<file path="config.mk">
export PLATFORM = sky130hd
export DESIGN_NAME = fft_job_sched
export DESIGN_NICKNAME = d
export VERILOG_FILES = /design/src/rtl/fft_job_sched.sv
export SDC_FILE = /design/constraint.sdc
export NUM_CORES = 1
export LEC_CHECK = 0
export ABC_AREA = 1
export BUFFER_PORTS_ARGS = -buffer_cell sky130_fd_sc_hd__buf_2
export CORE_MARGIN = 8
export CORE_UTILIZATION = 35
export CTS_CLUSTER_SIZE = 16
export DETAILED_ROUTE_END_ITERATION = 8
export PLACE_DENSITY = 0.52
export REMOVE_ABC_BUFFERS = 1
export SLEW_MARGIN = 5
export SYNTH_ARGS = -nofsm -noshare
export SYNTH_HDL_FRONTEND = slang
export SYNTH_SLANG_ARGS = --single-unit
</file>
<file path="constraint.sdc">
create_clock -name clk -period 1.85 [get_ports clk]
set_clock_uncertainty 0.05 [all_clocks]
set_input_delay 0.185 -clock clk [delete_from_list [all_inputs] [get_ports clk]]
set_output_delay 0.185 -clock clk [all_outputs]
set_load 0.02 [all_outputs]
</file>
<file path="src/rtl/fft_job_sched.sv">
// Round-robin job scheduler for a two-requester FFT engine: arbitrates, latches the
// job config, then sequences the config/input/output phases with a per-phase timeout.
//
// state      | meaning
// -----------+-------------------------------------------------------------
// S_IDLE     | waiting for a request; arbitration happens here only
// S_CFG      | grant pulse to requester and config commit pulse (1 cycle)
// S_CFG_WAIT | waiting for the config stream handshake
// S_TRIG     | input-stream trigger pulse (1 cycle)
// S_IN_WAIT  | waiting for the last beat of the input frame
// S_OUT_WAIT | waiting for the output frame capture
// S_DONE     | completion pulse to requester, err=0 (1 cycle)
// S_ABORT    | timeout: core reset plus completion pulse with err=1 (1 cycle)
module fft_job_sched #(
   parameter int SCALE_SCH_WIDTH = 4,
   parameter int TIMEOUT         = 4096
) (
   input  logic                         clk,
   input  logic                         resetn,
   input  logic [1:0]                   req_valid,
   input  logic [1:0]                   req_forward,
   input  logic [2*SCALE_SCH_WIDTH-1:0] req_scale,
   output logic [1:0]                   req_ready,
   output logic [1:0]                   done,
   output logic                         err,
   output logic                         grant_id,
   output logic                         busy,
   output logic                         cfg_forward,
   output logic [SCALE_SCH_WIDTH-1:0]   cfg_scale,
   output logic                         cfg_commit,
   input  logic                         cfg_tvalid,
   input  logic                         cfg_tready,
   output logic                         in_trig,
   input  logic                         in_tvalid,
   input  logic                         in_tready,
   input  logic                         in_tlast,
   input  logic                         out_received,
   output logic                         core_rst
);

   typedef enum logic [2:0] {
      S_IDLE, S_CFG, S_CFG_WAIT, S_TRIG, S_IN_WAIT, S_OUT_WAIT, S_DONE, S_ABORT
   } state_t;

   localparam int          W       = SCALE_SCH_WIDTH;
   localparam logic [15:0] TC_LAST = 16'(TIMEOUT - 1);

   state_t              state, state_nxt;
   logic [15:0]         tmo_cnt;
   logic                last_grant;
   logic                win;
   logic                tmo_hit;
   logic                grant_nxt;
   logic                fwd_nxt;
   logic [W-1:0]        scale_nxt;
   logic                in_wait_state;

   always_comb begin
      win = req_valid[1];
      if (req_valid == 2'b11) begin
         win = ~last_grant;
      end
   end

   assign tmo_hit       = (tmo_cnt == TC_LAST);
   assign in_wait_state = (state == S_CFG_WAIT) || (state == S_IN_WAIT) || (state == S_OUT_WAIT);

   // Events win over a coinciding timeout, so the event test comes first in each wait state.
   always_comb begin
      state_nxt = state;
      grant_nxt = grant_id;
      fwd_nxt   = cfg_forward;
      scale_nxt = cfg_scale;
      case (state)
         S_IDLE: begin
            if (|req_valid) begin
               state_nxt = S_CFG;
               grant_nxt = win;
               fwd_nxt   = win ? req_forward[1] : req_forward[0];
               scale_nxt = win ? req_scale[2*W-1:W] : req_scale[W-1:0];
            end
         end
         S_CFG:      state_nxt = S_CFG_WAIT;
         S_CFG_WAIT: begin
            if (cfg_tvalid && cfg_tready) state_nxt = S_TRIG;
            else if (tmo_hit)             state_nxt = S_ABORT;
         end
         S_TRIG:     state_nxt = S_IN_WAIT;
         S_IN_WAIT: begin
            if (in_tvalid && in_tready && in_tlast) state_nxt = S_OUT_WAIT;
            else if (tmo_hit)                       state_nxt = S_ABORT;
         end
         S_OUT_WAIT: begin
            if (out_received)  state_nxt = S_DONE;
            else if (tmo_hit)  state_nxt = S_ABORT;
         end
         S_DONE:     state_nxt = S_IDLE;
         S_ABORT:    state_nxt = S_IDLE;
         default:    state_nxt = S_IDLE;
      endcase
   end

   always_ff @(posedge clk) begin
      if (!resetn) begin
         state      <= S_IDLE;
         tmo_cnt    <= '0;
         last_grant <= 1'b1;
      end else begin
         state <= state_nxt;
         if (state_nxt != state) begin
            tmo_cnt <= '0;
         end else if (in_wait_state) begin
            tmo_cnt <= tmo_cnt + 16'd1;
         end
         if ((state == S_DONE) || (state == S_ABORT)) begin
            last_grant <= grant_id;
         end
      end
   end

   // Outputs are registered from the next state so they line up with the state they belong to.
   always_ff @(posedge clk) begin
      if (!resetn) begin
         req_ready   <= '0;
         done        <= '0;
         err         <= 1'b0;
         grant_id    <= 1'b0;
         busy        <= 1'b0;
         cfg_forward <= 1'b0;
         cfg_scale   <= '0;
         cfg_commit  <= 1'b0;
         in_trig     <= 1'b0;
         core_rst    <= 1'b0;
      end else begin
         grant_id    <= grant_nxt;
         cfg_forward <= fwd_nxt;
         cfg_scale   <= scale_nxt;
         req_ready   <= (state_nxt == S_CFG) ? {grant_nxt, ~grant_nxt} : 2'b00;
         done        <= ((state_nxt == S_DONE) || (state_nxt == S_ABORT)) ?
                        {grant_nxt, ~grant_nxt} : 2'b00;
         err         <= (state_nxt == S_ABORT);
         core_rst    <= (state_nxt == S_ABORT);
         busy        <= (state_nxt != S_IDLE);
         cfg_commit  <= (state_nxt == S_CFG);
         in_trig     <= (state_nxt == S_TRIG);
      end
   end

endmodule

</file>
After elaboration in Yosys (flattened, before gate mapping)
Index checks and enable logic that the tools add are counted.
{ "word_totals": {"wordCells": 56, "reg_bits": 34, "inputBits": 20, "output_inout_bits": 15} }
{ "op_classes": {"addsub": 1, "reduce_logical": 15, "muxes": 11, "bitwise": 3, "n_eq_ne": 14} }
{ "op_table": {"columns": ["cell", "count"], "rows": [
  ["3-bit case mux with 7 select lines", 1],
  ["3-bit == test, second input constant", 6],
  ["16-bit by 1-bit adder with 16-bit output, second input constant", 1],
  ["16-bit by 12-bit == test with 1-bit output, second input constant", 1],
  ["3-bit 2-to-1 mux", 5],
  ["3-bit by 2-bit == test with 1-bit output, second input constant", 3],
  ["3-bit by 1-bit == test with 1-bit output, second input constant", 2],
  ["2-bit AND reduction", 3],
  ["2-bit OR reduction", 3],
  ["1-bit logical OR", 4],
  ["1-bit 2-to-1 mux", 4],
  ["4-bit 2-to-1 mux", 1],
  ["1-bit logical AND", 3],
  ["3-bit logical NOT", 1],
  ["3-bit inequality test", 1],
  ["1-bit NOT", 3],
  ["3-bit nonzero test", 1],
  ["2-bit == test, second input constant", 1]
]} }

Longest topological paths before layout
{ "logic_depth": {"ltp_word": 7, "ltp_mapped": 12} }

Worst setup path after synthesis
Ideal clock, no wire load.
{ "synth_timing": {"path_type": "reg-to-reg", "startpoint": "register tmo_cnt[0]", "endpoint": "register tmo_cnt[6]", "setup_time_ps": 121, "arrival_ps": 1439, "stages_incl_launch_ff": 12, "period_less_slack_ps": 1610, "path_buffers": 1, "t_required_ps": 1679, "slack_ps": 240, "path_cell_list": "dfxtp_1 > ha_1 > nand3_1 > nor2_1 > nand2_2 > nand2_1 > nand2_1 > nand4_1 > nand2_1 > nand2_4 > buf_12 > nor2_4"} }
{ "synth_via": {"elab_chain_cells": 6, "word_cells_on_any_way": 9} }
{ "synth_lines": {"columns": ["element", "line", "rtl"], "rows": [
  ["from (decl)", "49", "logic [15:0] tmo_cnt;"],
  ["from (signal assigned)", "113", "tmo_cnt <= tmo_cnt + 16'd1;"],
  ["16-bit by 12-bit == test with 1-bit output", "65", "assign tmo_hit = (tmo_cnt == TC_LAST);"],
  ["3-bit 2-to-1 mux", "86, 91, 95", null],
  ["3-bit 2-to-1 mux, on equally long branches", "94, 85, 90", null],
  ["3-bit case mux with 7 select lines", "74", "case (state)"],
  ["3-bit inequality test", "110", "if (state_nxt != state) begin"],
  ["2-bit OR reduction (no line)", null, null]
]} }
Parallel ways exist; a longest one is shown, timed or not.
A chain may end at the register's enable or synchronous reset.

Worst setup path after layout
{ "layout_timing": {"startpoint": "register tmo_cnt[0]", "endpoint": "register tmo_cnt[13]"} }
The elaborated chain is that of the path after synthesis.

==> metrics <==
CP max stage delay about 370 ps; total clock sinks 34; Max clock buf depth 2; Worst Reg2Reg Path Length in Cells 10; Worst Tran Pin Value roughly 370 ps; Max Clk Rate a little under 600 MHz; EDFF count, synth 0; Die Area 0.00749 sq mm; met3 usage under 10%; mux cell area share after synthesis less than 1%; WHS just over 90 ps; Synth Flop Type dfxtp_1; Mapped Area ~0.0017 sq mm; Post-layout nets 286; Synth Area in XOR/XNOR under 10%; Yosys cell types 29; Sw Ratio between 30 and 40%; sequential fraction of design power 37.5%; Hold Vio Cnt, Final 0; largest net degree at the start of global routing 17; fin area 0.00213 sq mm; clock share of power between 30% and 40%; Synth Area in Compound Gates 5.46%; area share of and/or/nand/nor cells after synthesis 38.5%; GRT Util Overall a little under an eighth; WL final around 3.8 mm; Avg Cell Area, Syn about 8 sq um; Pwr Density between 1000 and 1500 mW/mm^2; Mapped Cells 224; Tmin final roughly 1700 ps; met1 track demand over resource 14.7%; die width slightly below 90 microns; remaining antenna violation count after routing 0; worst hold path cell count 3; Logic pwr share ~26%; DRT Pass-1 Iters 5; NetSw around 760 uW; clock-pin slew on the worst setup and hold paths approximately 80 ps; initial antenna violation count 0; row count 25; M2 GR Usage 16.4%; Synth Register Bits 34; status finished clean; CTS hold repair buffers 0; Min-Delay Path Class primary input to register; share of layout cells above drive strength 1 ~29%; total grt overflow 0; Critical Path Sink Type register; Lkg Pwr roughly 0.00093 uW; number of max-cap violations 0; total chip power 2280 uW; CP Data Required Time 1980 ps; setup repair bufs after CTS 0; worst-path cell chain ha_2 -> nand3_1 -> nor2_1 -> nand2_2 -> nand2_1 -> nand2_1 -> nand4_1 -> nand2_1 -> nand2_8 -> nor2_1; Synth Warn # 0; worst rel slew slack 75.1%; Worst-Skew Late Latency between 200 and 300 ps; critical path type register to register; CTS buffer count 5; post-synthesis adder-cell area fraction less than 1%; peak supply drop around 0.39 mV; diode count 0; hpwl dp about 2.9 mm; setup ws final about 150 ps; startpoint types register; CTS tree yes; P&R area growth vs syn 22.3%; final period utilization 91.7%; starting density of the core 36.6%; Iteration-0 DRC Markers 166; worst slack at placement ~61 ps; drt drc 0; vias in the first global route ~1500; first-pass GRT wire length 6.77 mm; Top Usage Layer GRT met2; Worst path slowest cell dfxtp_1; crit path DAT between 1500 and 2000 ps; GP Congestion slightly above 0.8; H-tree Lvls 2; sequential fraction of the synthesis area around two fifths; Placement Cell Area between 0.0015 and 0.002 sq mm; total number of vias approximately 1500; Clock Root Buffer clkbuf_8; core area 0.00475 sq mm; crit path max fanout 16; Die Height 86.5 microns; largest family of logic cells by synthesized area simple AND/OR/NAND/NOR gates; DR vias/cell around 4.5; number of port buffers 34; cell internal pwr between 1500 and 2000 uW; final slew viol count 0; IO Pins 35; WL/cell around 11 microns; most frequent CP cell nand2_1; Final setup viols 0; FFs w/ async S/R, synth 0%
## cell type report
class | instances | area, sq um
repair buffers | 38 | 200
well taps | 67 | 83.8
multi-input cells | 159 | 923
fillers | 515 | 2630
flip-flops and latches | 34 | 682
inverters | 27 | 103
clock buffers | 5 | 68.8
clock inverters | 3 | 68.8
## repair_timing
| action | in CTS | in global routing |
|---|---|---|
| setup endpoints to repair | 0 | 16 |
| gates resized for setup | 0 | 3 |
| hold endpoints to repair | 0 | 0 |
## final timing paths
kind	from	end	slack (ps)
max	tmo_cnt[0]	tmo_cnt[13]	150
max reg2reg	tmo_cnt[0]	tmo_cnt[13]	150
min	req_scale[3]	cfg_scale[3]	90
min reg2reg	last_grant	last_grant	420
## state kept, by name, indices dropped and copies added (netlist names)
signal,cells
busy,1
grant_id,1
state,3
req_ready,2
done,2
cfg_forward,1
core_rst,1
cfg_commit,1
last_grant,1
tmo_cnt,16
in_trig,1
cfg_scale,4
## power by group through the flow
stage	clock network (uW)	registers (uW)	logic, uW
finish	834	855	589
global route	882	865	650
CTS	853	855	581
detailed placement	0	872	578
global placement	0	871	585
floorplan	0	936	339
## synth_stat cells, types with 2 or more instances
master	instances	area, sq um
buf_4	2	15.0
nand3_2	2	20.0
inv_1	24	90.1
o21ai_0	5	25.0
dfxtp_1	34	681
nor3_1	9	45.0
nor2_1	31	116
a31oi_1	5	31.3
nand2_2	3	18.8
xnor2_1	5	43.8
nor2_4	11	124
nand2_4	3	33.8
inv_2	2	7.51
xor2_1	9	78.8
a21oi_1	4	20.0
nand3_1	19	95.1
o21ai_1	2	10.0
nand2_1	43	161
## metrics by stage
| stage | utilization (%) | instances | TNS, ps |
|---|---|---|---|
| finish | 44.8 | 333 | 0 |
| global route | 44.8 | 333 | -1.44 |
| CTS | 44.5 | 333 | 0 |
| detailed placement | 41.6 | 325 | 0 |
| global placement | 41.6 | 325 | 0 |
| floorplan | - | 220 | 0 |
## worst max-delay path, delay by kind of cell, from the launching register on
kind          cells  cell delay [ps]
flops             1              370
simple gates      9              920
fa+ha+maj         1              220
## per-layer routing
layer  up-vias  wire [microns]
met1       662            1920
li1        788               -
met5         -               0
met2        26            1630
met3         8             190
met4         0              76
## cell families after synthesis
kind of cell               after synthesis
and+or+nand+nor                        126
DFF                                     34
buffers and inverters                   31
AOI/OAI and AO/OA                       17
xor gates and xnor gates                14
muxes                                    1
adders and majority gates                1
## cells in the final DEF (no fill, tap or decap), drive strengths merged, types with 7 or more instances in the layout
| master | n |
|---|---|
| nand3 | 21 |
| xor2 | 9 |
| buf | 38 |
| nor3 | 10 |
| nor2 | 43 |
| inv | 26 |
| dfxtp | 34 |
| nand2 | 49 |
| o21ai | 7 |
No activity file was read; power rests on OpenSTA's default activity.
